===== src/rtl/uart_pkg.sv =====
// ============================================================================
// uart_pkg -- shared UART FSM state encoding and default line parameters
// Rev 1.0
// ============================================================================
`default_nettype none

package uart_pkg;

  typedef enum logic [1:0] {
    IDLE  = 2'd0,
    START = 2'd1,
    DATA  = 2'd2,
    STOP  = 2'd3
  } uart_state_t;

  // 50 MHz system clock, 115200 baud, 8N1 framing.
  localparam int UART_CLKS_PER_BIT = 434;
  localparam int UART_DATA_BITS    = 8;

endpackage

`default_nettype wire


===== src/rtl/uart_bit_timer.sv =====
// ============================================================================
// uart_bit_timer -- bit-period counter with terminal-count and half-count flags
// Rev 1.0
// ============================================================================
`default_nettype none

module uart_bit_timer
  import uart_pkg::*;
#(
  parameter int CLKS_PER_BIT = UART_CLKS_PER_BIT
) (
  input  logic clk,
  input  logic rst,
  input  logic clear,
  output logic tc,
  output logic half
);

  localparam int CNT_W = $clog2(CLKS_PER_BIT);
  localparam logic [CNT_W-1:0] TC_VAL   = CNT_W'(CLKS_PER_BIT - 1);
  localparam logic [CNT_W-1:0] HALF_VAL = CNT_W'(CLKS_PER_BIT / 2 - 1);

  logic [CNT_W-1:0] count;

  // Self-clearing on terminal count keeps the counter inside its range even
  // if the owner forgets to clear it.
  always_ff @(posedge clk or posedge rst) begin
    if (rst) begin
      count <= '0;
    end else if (clear || tc) begin
      count <= '0;
    end else begin
      count <= count + 1'b1;
    end
  end

  assign tc   = (count == TC_VAL);
  assign half = (count == HALF_VAL);

endmodule

`default_nettype wire


===== src/rtl/uart_rx_lora.sv =====
// ============================================================================
// uart_rx_lora -- 8N1-style UART receiver, mid-bit sampling, break-safe restart
// Rev 1.0
// ============================================================================
`default_nettype none

module uart_rx_lora
  import uart_pkg::*;
#(
  parameter int CLKS_PER_BIT = UART_CLKS_PER_BIT,
  parameter int DATA_BITS    = UART_DATA_BITS
) (
  input  logic                 clk,
  input  logic                 rst,
  input  logic                 rx,
  output logic [DATA_BITS-1:0] rx_data,
  output logic                 rx_done,
  output logic                 frame_err,
  output logic                 busy
);

  localparam int IDX_W = $clog2(DATA_BITS + 1);
  localparam logic [IDX_W-1:0] LAST_IDX = IDX_W'(DATA_BITS - 1);

  uart_state_t          state;
  uart_state_t          state_next;
  logic                 sync1;
  logic                 rx_s;
  logic                 rx_s_d;
  logic [IDX_W-1:0]     idx;
  logic [DATA_BITS-1:0] shift_reg;
  logic                 break_flag;
  logic                 fall;
  logic                 timer_clear;
  logic                 tc;
  logic                 half;
  logic                 shift_en;
  logic                 idx_clear;
  logic                 done_set;
  logic                 err_set;

  // Synchronizer flops reset to the idle level so release never fakes an edge.
  always_ff @(posedge clk or posedge rst) begin
    if (rst) begin
      sync1  <= 1'b1;
      rx_s   <= 1'b1;
      rx_s_d <= 1'b1;
    end else begin
      sync1  <= rx;
      rx_s   <= sync1;
      rx_s_d <= rx_s;
    end
  end

  assign fall = rx_s_d && !rx_s && !break_flag;

  uart_bit_timer #(
    .CLKS_PER_BIT(CLKS_PER_BIT)
  ) u_bit_timer (
    .clk  (clk),
    .rst  (rst),
    .clear(timer_clear),
    .tc   (tc),
    .half (half)
  );

  always_ff @(posedge clk or posedge rst) begin
    if (rst) begin
      state <= IDLE;
    end else begin
      state <= state_next;
    end
  end

  always_comb begin
    state_next  = state;
    timer_clear = 1'b0;
    shift_en    = 1'b0;
    idx_clear   = 1'b0;
    done_set    = 1'b0;
    err_set     = 1'b0;
    case (state)
      IDLE: begin
        timer_clear = 1'b1;
        if (fall) begin
          state_next = START;
        end
      end
      START: begin
        if (half) begin
          timer_clear = 1'b1;
          if (!rx_s) begin
            idx_clear  = 1'b1;
            state_next = DATA;
          end else begin
            state_next = IDLE;
          end
        end
      end
      DATA: begin
        if (tc) begin
          timer_clear = 1'b1;
          shift_en    = 1'b1;
          if (idx == LAST_IDX) begin
            state_next = STOP;
          end
        end
      end
      STOP: begin
        if (tc) begin
          timer_clear = 1'b1;
          state_next  = IDLE;
          if (rx_s) begin
            done_set = 1'b1;
          end else begin
            err_set = 1'b1;
          end
        end
      end
      default: state_next = IDLE;
    endcase
  end

  always_ff @(posedge clk or posedge rst) begin
    if (rst) begin
      idx        <= '0;
      shift_reg  <= '0;
      rx_data    <= '0;
      rx_done    <= 1'b0;
      frame_err  <= 1'b0;
      break_flag <= 1'b0;
    end else begin
      rx_done   <= done_set;
      frame_err <= err_set;
      if (idx_clear) begin
        idx <= '0;
      end else if (shift_en) begin
        idx <= idx + 1'b1;
      end
      if (shift_en) begin
        for (int i = 0; i < DATA_BITS; i++) begin
          if (idx == IDX_W'(i)) begin
            shift_reg[i] <= rx_s;
          end
        end
      end
      if (done_set) begin
        rx_data <= shift_reg;
      end
      // A low stop bit may be a held break; wait for the line to go high first.
      if (err_set) begin
        break_flag <= 1'b1;
      end else if (state == IDLE && rx_s) begin
        break_flag <= 1'b0;
      end
    end
  end

  assign busy = (state != IDLE);

endmodule

`default_nettype wire


===== config.mk =====
export PLATFORM = sky130hd
export DESIGN_NAME = uart_rx_lora
export DESIGN_NICKNAME = d
export VERILOG_FILES = /design/src/rtl/uart_pkg.sv /design/src/rtl/uart_bit_timer.sv /design/src/rtl/uart_rx_lora.sv
export SDC_FILE = /design/constraint.sdc
export NUM_CORES = 1
export LEC_CHECK = 0
export CORE_MARGIN = 5
export CORE_UTILIZATION = 36
export CTS_CLUSTER_SIZE = 10
export DETAILED_ROUTE_END_ITERATION = 12
export PLACE_DENSITY = 0.5
export SLEW_MARGIN = 10
export SYNTH_ARGS = -nofsm -noshare
export SYNTH_HDL_FRONTEND = slang
export SYNTH_SLANG_ARGS = --single-unit

===== constraint.sdc =====
create_clock -name clk -period 2.2 [get_ports clk]
set_input_delay 0.44 -clock clk [delete_from_list [all_inputs] [get_ports clk]]
set_output_delay 0.44 -clock clk [all_outputs]
set_load 0.03 [all_outputs]

==> metrics.txt <==
status finished, final reports clean; Clock transition at path regs 70 ps; largest cells by area after synthesis dfrtp_1 49%, mux2_2 7.8%, ha_1 5.0%, dfstp_2 4.5%, nor2_1 3.7%; PostCTS Resize Cnt 0; first-pass iteration count of the detailed router 4; FF-to-FF End u_bit_timer.count[4]; CTS sink count 37; CP max-delay cell dfrtp_1; register area share after synthesis 0.533; TritonCTS clock tree built; Final min period 1930 ps; CTS H-tree depth 2; worst-path maximum fanout 9; core area ~0.0047 sq mm; Slew @ Worst Pin approximately 470 ps; Final WS setup 266 ps; #FFs+latches synth 37; leading area contributor after synthesis dfrtp_1; Hold Crit Class reg2reg; initial antenna violation count 0; count leader, synth dfrtp_1; Place WS between 200 and 300 ps; Cell Area, Synth between 0.0015 and 0.002 sq mm; CP arrival 2090 ps; Startpoint Class register; postcts setup bufs 0; Synth top cells by count 34 x dfrtp_1, 17 x nor2_1, 12 x mux2_2, 11 x inv_1; vias in the first global route about 1,100; Starting Density 0.369; ys async rst share 1.00; setup TNS 0 ps; EDFF count, synth 0; total track usage 0.109; GP Congestion 0.792; # rows 25; worst hold stages 0; Final period util 0.879; Routed WL per cell around 13 microns; layout cells sized above 1 0.193; hold path start sync1; net count after synthesis 155; Skew-Pair Late Insertion Delay 290 ps; Yosys warning count 0; drt total wl 2950 microns; Power Dens Cells just under 800 mW/mm^2; Critical Setup Path Class reg2reg; f_max 0.517 GHz; worst path cell trace inv_1, ha_1, nor4bb_1, a41oi_1, o22ai_2, nor2_1; final hold vios 0; ys flop type dfrtp_1; Synth Area per Inst ~12 sq um; slew margin rel. 0.681; chip height 79.6 microns; Top Ports 14; number of DRC markers in iteration 0 42; Vias approximately 1,100; RSZ-0062 raised after global routing no; critical path data required time 2360 ps; pin count of the biggest net entering global routing 38; Area Overhead vs Synth 19.5%; DRT antenna net count 0; vias per cell 4.63; Setup crit end kind register; Hold WS 358 ps; max FFs per register 9; Setup Viol. Count Final 0; Clock Skew 9.99 ps; Yosys top cell area share 0.488; first-pass GRT wire length about 5200 microns; Static Leak 0.000999 uW; worst reg2reg setup slack 270 ps; diode count 0; Post-CTS Hold Fix Bufs 0; CP max stage delay 450 ps; maximum vdd drop 0.319 mV; number of port buffers 13; reg2reg start u_bit_timer.count[0]; Root Buffer Master clkbuf_8; FF-to-FF path depth 6; # Max-Cap Violations 0; CTS Buffer Depth 2; Final HPWL DP 2080 microns; Die X about 80 microns; Worst Hold Path EP rx_s; Num CTS Buffers 5; nets about 180; Netlist cell types 36; grt ovf 0; die footprint 0.00633 sq mm; Remaining DRCs 0; pins over their slew limit 0; Gate Count Post-Synth 145
-- worst max-delay path by stage --
| stage | start | endpoint | slack [ps] |
|---|---|---|---|
| after floorplan | u_bit_timer.count[1] | shift_reg[1] | 540 |
| after global placement | u_bit_timer.count[0] | u_bit_timer.count[2] | 250 |
| after detailed placement | u_bit_timer.count[1] | rx_data[2] | 260 |
| after CTS | register | busy | 60 |
| after global routing | u_bit_timer.count[0] | u_bit_timer.count[2] | 60 |
| final | u_bit_timer.count[0] | u_bit_timer.count[4] | 270 |
-- metrics by stage --
step	cell area [sq um]	instances	utilization	power, uW
after floorplan	1740	145	-	969
after global placement	1960	225	0.415	1030
after detailed placement	1960	225	0.415	1030
after CTS	2080	233	0.441	1650
after global routing	2080	233	0.441	1720
final	2080	233	0.441	1630
-- critical path, delay by kind of cell (launching register included) --
kind	cells	cell delay (ps)
AOI/OAI and AO/OA	2	590
and+or+nand+nor	2	550
DFF	1	450
adders and majority gates	1	130
buffers and inverters	1	90
-- metal layers --
metal,vias to the layer above,global-route usage,part of all wire
li1,539,-,-
met1,518,0.145,0.50
met2,14,0.157,0.44
met3,7,0.0372,0.040
met4,0,0.0567,0.024
met5,-,0,0
-- report_power, final --
part	internal (uW)	switching, uW
Sequential	731	75.0
Combinational	96.5	117
Clock	368	237
Total	1200	429
-- area by class of cell --
class                   instances  area [sq um]
fillers                       428          2640
inverters                      11          41.3
multi-input cells              93           746
well taps                      67          83.8
repair buffers                 17           163
clock buffers                   6          82.6
flip-flops and latches         37           930
clock inverters                 2          37.5
-- layout by cell type, fill, tap and decap left out, types with 6 or more instances in the layout --
cell type,n
inv_1,11
xor2_1,6
mux2_2,12
clkdlybuf4s50_1,12
nor2_1,17
ha_1,7
clkbuf_8,6
dfrtp_1,34
nand3_1,7
-- kinds of logic after synthesis --
logic type / count (synthesis) / synth area share
buffers and inverters: 15 / 0.0388
adders and majority gates: 7 / 0.0502
AOI/OAI and AO/OA: 6 / 0.0280
xor gates and xnor gates: 10 / 0.0502
and+or+nand+nor: 52 / 0.184
DFF: 37 / 0.533
muxes: 18 / 0.115
No activity file was read; power rests on OpenSTA's default activity.
